$ cat config.mk
export PLATFORM = sky130hd
export DESIGN_NAME = im_load_arb
export DESIGN_NICKNAME = d
export VERILOG_FILES = /design/src/rtl/im_load_arb_pkg.sv /design/src/rtl/im_load_arb.sv
export SDC_FILE = /design/constraint.sdc
export NUM_CORES = 1
export LEC_CHECK = 0
export CAP_MARGIN = 0
export CORE_MARGIN = 2
export CORE_UTILIZATION = 54
export CTS_BUF_LIST = sky130_fd_sc_hd__clkbuf_8 sky130_fd_sc_hd__clkbuf_16
export CTS_CLUSTER_SIZE = 20
export DETAILED_ROUTE_END_ITERATION = 10
export MAX_ROUTING_LAYER = met4
export PLACE_DENSITY = 0.85
export SETUP_SLACK_MARGIN = 0.1
export SYNTH_ARGS = -nofsm -noshare
export SYNTH_HDL_FRONTEND = slang
export SYNTH_SLANG_ARGS = --single-unit
$ cat constraint.sdc
create_clock -name clk -period 5 [get_ports clk]
set_clock_uncertainty 0.2 [all_clocks]
set_input_delay 1 -clock clk [delete_from_list [all_inputs] [get_ports clk]]
set_output_delay 1 -clock clk [all_outputs]
set_load 0.01 [all_outputs]
$ cat src/rtl/im_load_arb_pkg.sv
// Shared definitions for the instruction-memory loader/CPU arbiter:
// address/data widths and the loader state encoding.
package im_load_arb_pkg;

    localparam int unsigned IM_AW = 14;
    localparam int unsigned IM_DW = 16;
    localparam int unsigned CNT_W = IM_AW + 1;

    typedef enum logic [1:0] {
        LD_IDLE = 2'd0,
        LD_HI   = 2'd1,
        LD_LO   = 2'd2,
        LD_WR   = 2'd3
    } ld_state_e;

endpackage

$ cat src/rtl/im_load_arb.sv
// Instruction memory port arbiter: the CPU fetches through combinationally in IDLE,
// a byte-stream loader takes over the port to write LOAD_WORDS big-endian 16-bit words.
module im_load_arb
    import im_load_arb_pkg::*;
#(
    parameter int unsigned LOAD_WORDS = 512
) (
    input  logic             clk,
    input  logic             rst_n,
    input  logic [IM_AW-1:0] cpu_addr,
    input  logic             cpu_rd_en,
    output logic             cpu_stall,
    input  logic             ld_start,
    input  logic [7:0]       ld_byte,
    input  logic             ld_vld,
    output logic             ld_busy,
    output logic             ld_done,
    output logic [IM_AW-1:0] im_addr,
    output logic             im_rd_en,
    output logic             im_we,
    output logic [IM_DW-1:0] im_wdata
);

    localparam logic [CNT_W-1:0] LAST_CNT = CNT_W'(LOAD_WORDS - 1);

    ld_state_e        state_q, state_d;
    logic [IM_AW-1:0] addr_q;
    logic [CNT_W-1:0] cnt_q;
    logic [IM_DW-1:0] wdata_q;
    logic             done_q;
    logic             busy_q;
    logic             we_q;

    logic             clr;
    logic             inc;
    logic             latch_hi;
    logic             latch_lo;
    logic             last_wr;

    always_comb begin
        state_d  = state_q;
        clr      = 1'b0;
        inc      = 1'b0;
        latch_hi = 1'b0;
        latch_lo = 1'b0;
        last_wr  = 1'b0;
        // ld_start has priority in every state, so a byte arriving with it is dropped
        unique case (state_q)
            LD_IDLE: begin
                if (ld_start) begin
                    state_d = LD_HI;
                    clr     = 1'b1;
                end
            end
            LD_HI: begin
                if (ld_start) begin
                    state_d = LD_HI;
                    clr     = 1'b1;
                end else if (ld_vld) begin
                    state_d  = LD_LO;
                    latch_hi = 1'b1;
                end
            end
            LD_LO: begin
                if (ld_start) begin
                    state_d = LD_HI;
                    clr     = 1'b1;
                end else if (ld_vld) begin
                    state_d  = LD_WR;
                    latch_lo = 1'b1;
                end
            end
            LD_WR: begin
                if (ld_start) begin
                    state_d = LD_HI;
                    clr     = 1'b1;
                end else begin
                    inc = 1'b1;
                    if (cnt_q == LAST_CNT) begin
                        state_d = LD_IDLE;
                        last_wr = 1'b1;
                    end else begin
                        state_d = LD_HI;
                    end
                end
            end
            default: state_d = LD_IDLE;
        endcase
    end

    always_ff @(posedge clk or negedge rst_n) begin
        if (!rst_n) begin
            state_q <= LD_IDLE;
            addr_q  <= '0;
            cnt_q   <= '0;
            wdata_q <= '0;
            done_q  <= 1'b0;
            busy_q  <= 1'b0;
            we_q    <= 1'b0;
        end else begin
            state_q <= state_d;
            done_q  <= last_wr;
            // Strobes are flopped from the next state so they never glitch
            busy_q  <= (state_d != LD_IDLE);
            we_q    <= (state_d == LD_WR);
            if (clr) begin
                addr_q  <= '0;
                cnt_q   <= '0;
                wdata_q <= '0;
            end else begin
                if (inc) begin
                    cnt_q <= cnt_q + 1'b1;
                    if (!last_wr) begin
                        addr_q <= addr_q + 1'b1;
                    end
                end
                if (latch_hi) begin
                    wdata_q[15:8] <= ld_byte;
                end
                if (latch_lo) begin
                    wdata_q[7:0] <= ld_byte;
                end
            end
        end
    end

    assign cpu_stall = busy_q;
    assign ld_busy   = busy_q;
    assign ld_done   = done_q;
    assign im_we     = we_q;
    assign im_wdata  = wdata_q;
    assign im_addr   = busy_q ? addr_q : cpu_addr;
    assign im_rd_en  = cpu_rd_en & ~busy_q;

endmodule
==> flow_metrics.py <==
metrics = {
    "placed_design": {
        "post-dp-hpwl_um": 4040,
        "post-place-ws_ns": 1.65,
        "place.gp.congestion": 0.795,
        "port_buffers": 61,
        "place_area_mm2": 0.00332,
    },
    "finish": {
        "multi_input_area_mm2": 0.00134,
        "finish.instance_area_mm2": 0.00341,
        "area_growth_pct": 26.1,
        "regArea_mm2": 0.00125,
        "fillers": 375,
        "finalNetCount": 359,
        "layout-drive-gt1-share_pct": 12.7,
        "num_antenna_cells": 0,
        "final_util_pct": 71.2,
    },
    "grt": {
        "grt_pass1_vias": 2032,
        "grt_usage_pct": 22.6,
        "antenna_found_initial": 0,
        "grt_pass1_wl_um": 9400,
        "grt_max_degree": 51,
        "overflow": 0,
    },
    "clock_tree": {
        "cts_hold_buf": 0,
        "path_clk_slew_ns": 0.08,
        "cts_tree": "built",
        "root_buffer": "clkbuf_8",
        "htree_levels": 2,
        "numCtsBuffers": 5,
        "cts_resized": 0,
        "clock_sink_count": 50,
        "clock_latency_ns": 0.30,
        "cts_setup_buffers": 0,
        "cts_buffer_depth": 2,
    },
    "route": {
        "drtIter0Drc": 130,
        "vias_per_cell": 5.46,
        "vias": 2174,
        "ant_nets": 0,
        "drt_first_pass_iters": 6,
        "drc": 0,
        "wl_per_cell_um": 14.4,
        "routed_wl_um": 5730,
    },
    "floorplanning": {
        "io_pins": 62,
        "initial_utilization_pct": 56.5,
        "core_mm2": 0.00479,
        "fp.dieH_um": 74.8,
        "fp-row-count": 25,
        "die_width_um": 74.8,
        "die-area_mm2": 0.00559,
    },
    "timing": {
        "min_period_over_period_pct": 66.8,
        "fmax_mhz": 299,
        "tightestPinTransition_ns": 1.09,
        "relSlewSlack_pct": 27.2,
        "fin_tns_setup_ns": 0,
        "rsz0062_at_grt": "no",
        "hold_viol": 0,
        "setup_ws_ns": 1.66,
        "setup_viol": 0,
        "slew_viol_final": 0,
        "period_needed_ns": 3.34,
    },
    "synthesis": {
        "avgSynthCellArea_um2": 9.69,
        "ys_seq_area_share_pct": 46.3,
        "syn-num-nets": 308,
        "yosys_warnings": 0,
        "ys_ff_latch": 50,
        "netlist_instances": 279,
        "netlist_area_mm2": 0.00270,
        "synth-edff-count": 0,
        "ys.flop_type": "dfrtp_1",
        "ys_types": 33,
        "async_flop_share_pct": 100,
    },
    "worst_setup_path": {
        "worstPathRequired_ns": 3.80,
        "path_class": "in -> out",
        "crit_fanout": 1,
        "reg2reg_slack_ns": 2.38,
        "reg2reg_to": "addr_q[11]",
        "r2r_cells": 4,
        "critPathCaptureType": "output port",
        "startpoint_type": "input pin",
        "crit_arrival_ns": 2.14,
        "rr_startpoint": "cnt_q[12]",
    },
    "status": {
        "outcome": "completed",
    },
    "power_and_ir_drop": {
        "p_total_uw": 754,
        "irDropWorstVdd_uv": 155,
        "p_per_area_mw_per_mm2": 221,
        "cellLeakagePower_uw": 0.00146,
    },
    "min_path": {
        "worst_hold_path_type": "reg -> reg",
        "hp-start": "im_wdata[6]",
        "whs_path_depth": 2,
        "holdPathEnd": "im_wdata[6]",
    },
    "run": {
        "cap_violations": 0,
    },
}
-- cell type report --
class                      count  share of cell area [%]
clock buffer                   6                    2.42
clock inverter                 2                   0.257
inverter                       4                   0.441
multi-input combinational    205                    39.4
sequential                    50                    36.7
tap                           67                    2.46
timing repair buffer          64                    18.3
-- cells by family (layout without fill, tap and decap cells) --
logic type      count (synthesis)  after routing  synth area share, %
simple gates                  123            123                 23.6
flops                          50             50                 46.3
compound gates                 36             36                 7.91
mux                            36             36                 14.6
buf+inv                        24             76                 4.03
xor+xnor                        8              8                 2.59
fa+ha+maj                       2              2                0.925
-- cell usage in the layout (no fill, tap or decap), types with 5 or more instances in the layout --
cell / count
clkdlybuf4s50_1: 59
dfrtp_1: 50
nor2_1: 34
mux2_2: 28
nand2_1: 24
nor2b_1: 14
o21ai_0: 13
a21oi_1: 12
nand3_1: 8
mux2i_1: 8
nand2b_1: 8
nand4_1: 7
xnor2_1: 7
or3_1: 6
clkbuf_8: 6
inv_1: 5
a211oi_1: 5
-- sequential cells by signal (all words and copies together), names as in the netlist --
register	count
addr_q	14
cnt_q	15
cpu_stall	1
im_wdata	16
im_we	1
ld_done	1
state_q	2
-- Yosys cell counts (3+ instances only) --
| master | count | area [um^2] |
|---|---|---|
| dfrtp_1 | 50 | 1250 |
| nor2_1 | 34 | 128 |
| mux2_2 | 28 | 315 |
| nand2_1 | 24 | 90.1 |
| nor2b_1 | 14 | 87.6 |
| o21ai_0 | 13 | 65.1 |
| a21oi_1 | 12 | 60.1 |
| clkbuf_1 | 12 | 45.0 |
| mux2i_1 | 8 | 80.1 |
| nand2b_1 | 8 | 50.1 |
| nand3_1 | 8 | 40.0 |
| nand4_1 | 7 | 43.8 |
| xnor2_1 | 7 | 61.3 |
| buf_2 | 6 | 30.0 |
| or3_1 | 6 | 37.5 |
| a211oi_1 | 5 | 37.5 |
| a2111oi_0 | 4 | 35.0 |
| and3_1 | 4 | 25.0 |
| inv_1 | 4 | 15.0 |
| nor3_1 | 4 | 20.0 |
| nor4_1 | 4 | 25.0 |
| nand3b_1 | 3 | 22.5 |
-- worst max-delay path: stages --
cell and delay [ns]:
clkdlybuf4s50_1 0.40, mux2_2 0.26, clkdlybuf4s50_1 0.48
-- worst max-delay path by stage --
stage	from	to	cells past startpoint
after floorplan	cpu_stall	im_addr[10]	3
after global placement	cpu_addr[10]	im_addr[10]	3
after detailed placement	cpu_addr[8]	im_addr[8]	3
after CTS	cpu_addr[8]	im_addr[8]	3
after global routing	cpu_addr[8]	im_addr[8]	3
final	cpu_addr[8]	im_addr[8]	3
-- power breakdown --
| part | leakage [uW] | switching (uW) | internal [uW] |
|---|---|---|---|
| logic | 0.000727 | 42.7 | 52.7 |
| registers | 0.000685 | 10.6 | 413 |
| clock network | 0.0000524 | 125 | 110 |
-- per-layer routing --
layer	track usage (%)	part of all wire [%]
met1	29.4	45
met2	36.5	49
met3	4.28	4.8
met4	6.15	0.78
met5	-	0
-- through the flow --
step	cells	hold slack [ns]
after floorplan	279	0.305
after global placement	390	0.304
after detailed placement	390	0.322
after CTS	398	0.337
after global routing	398	0.380
final	398	0.330
No activity file was read; power rests on OpenSTA's default activity.
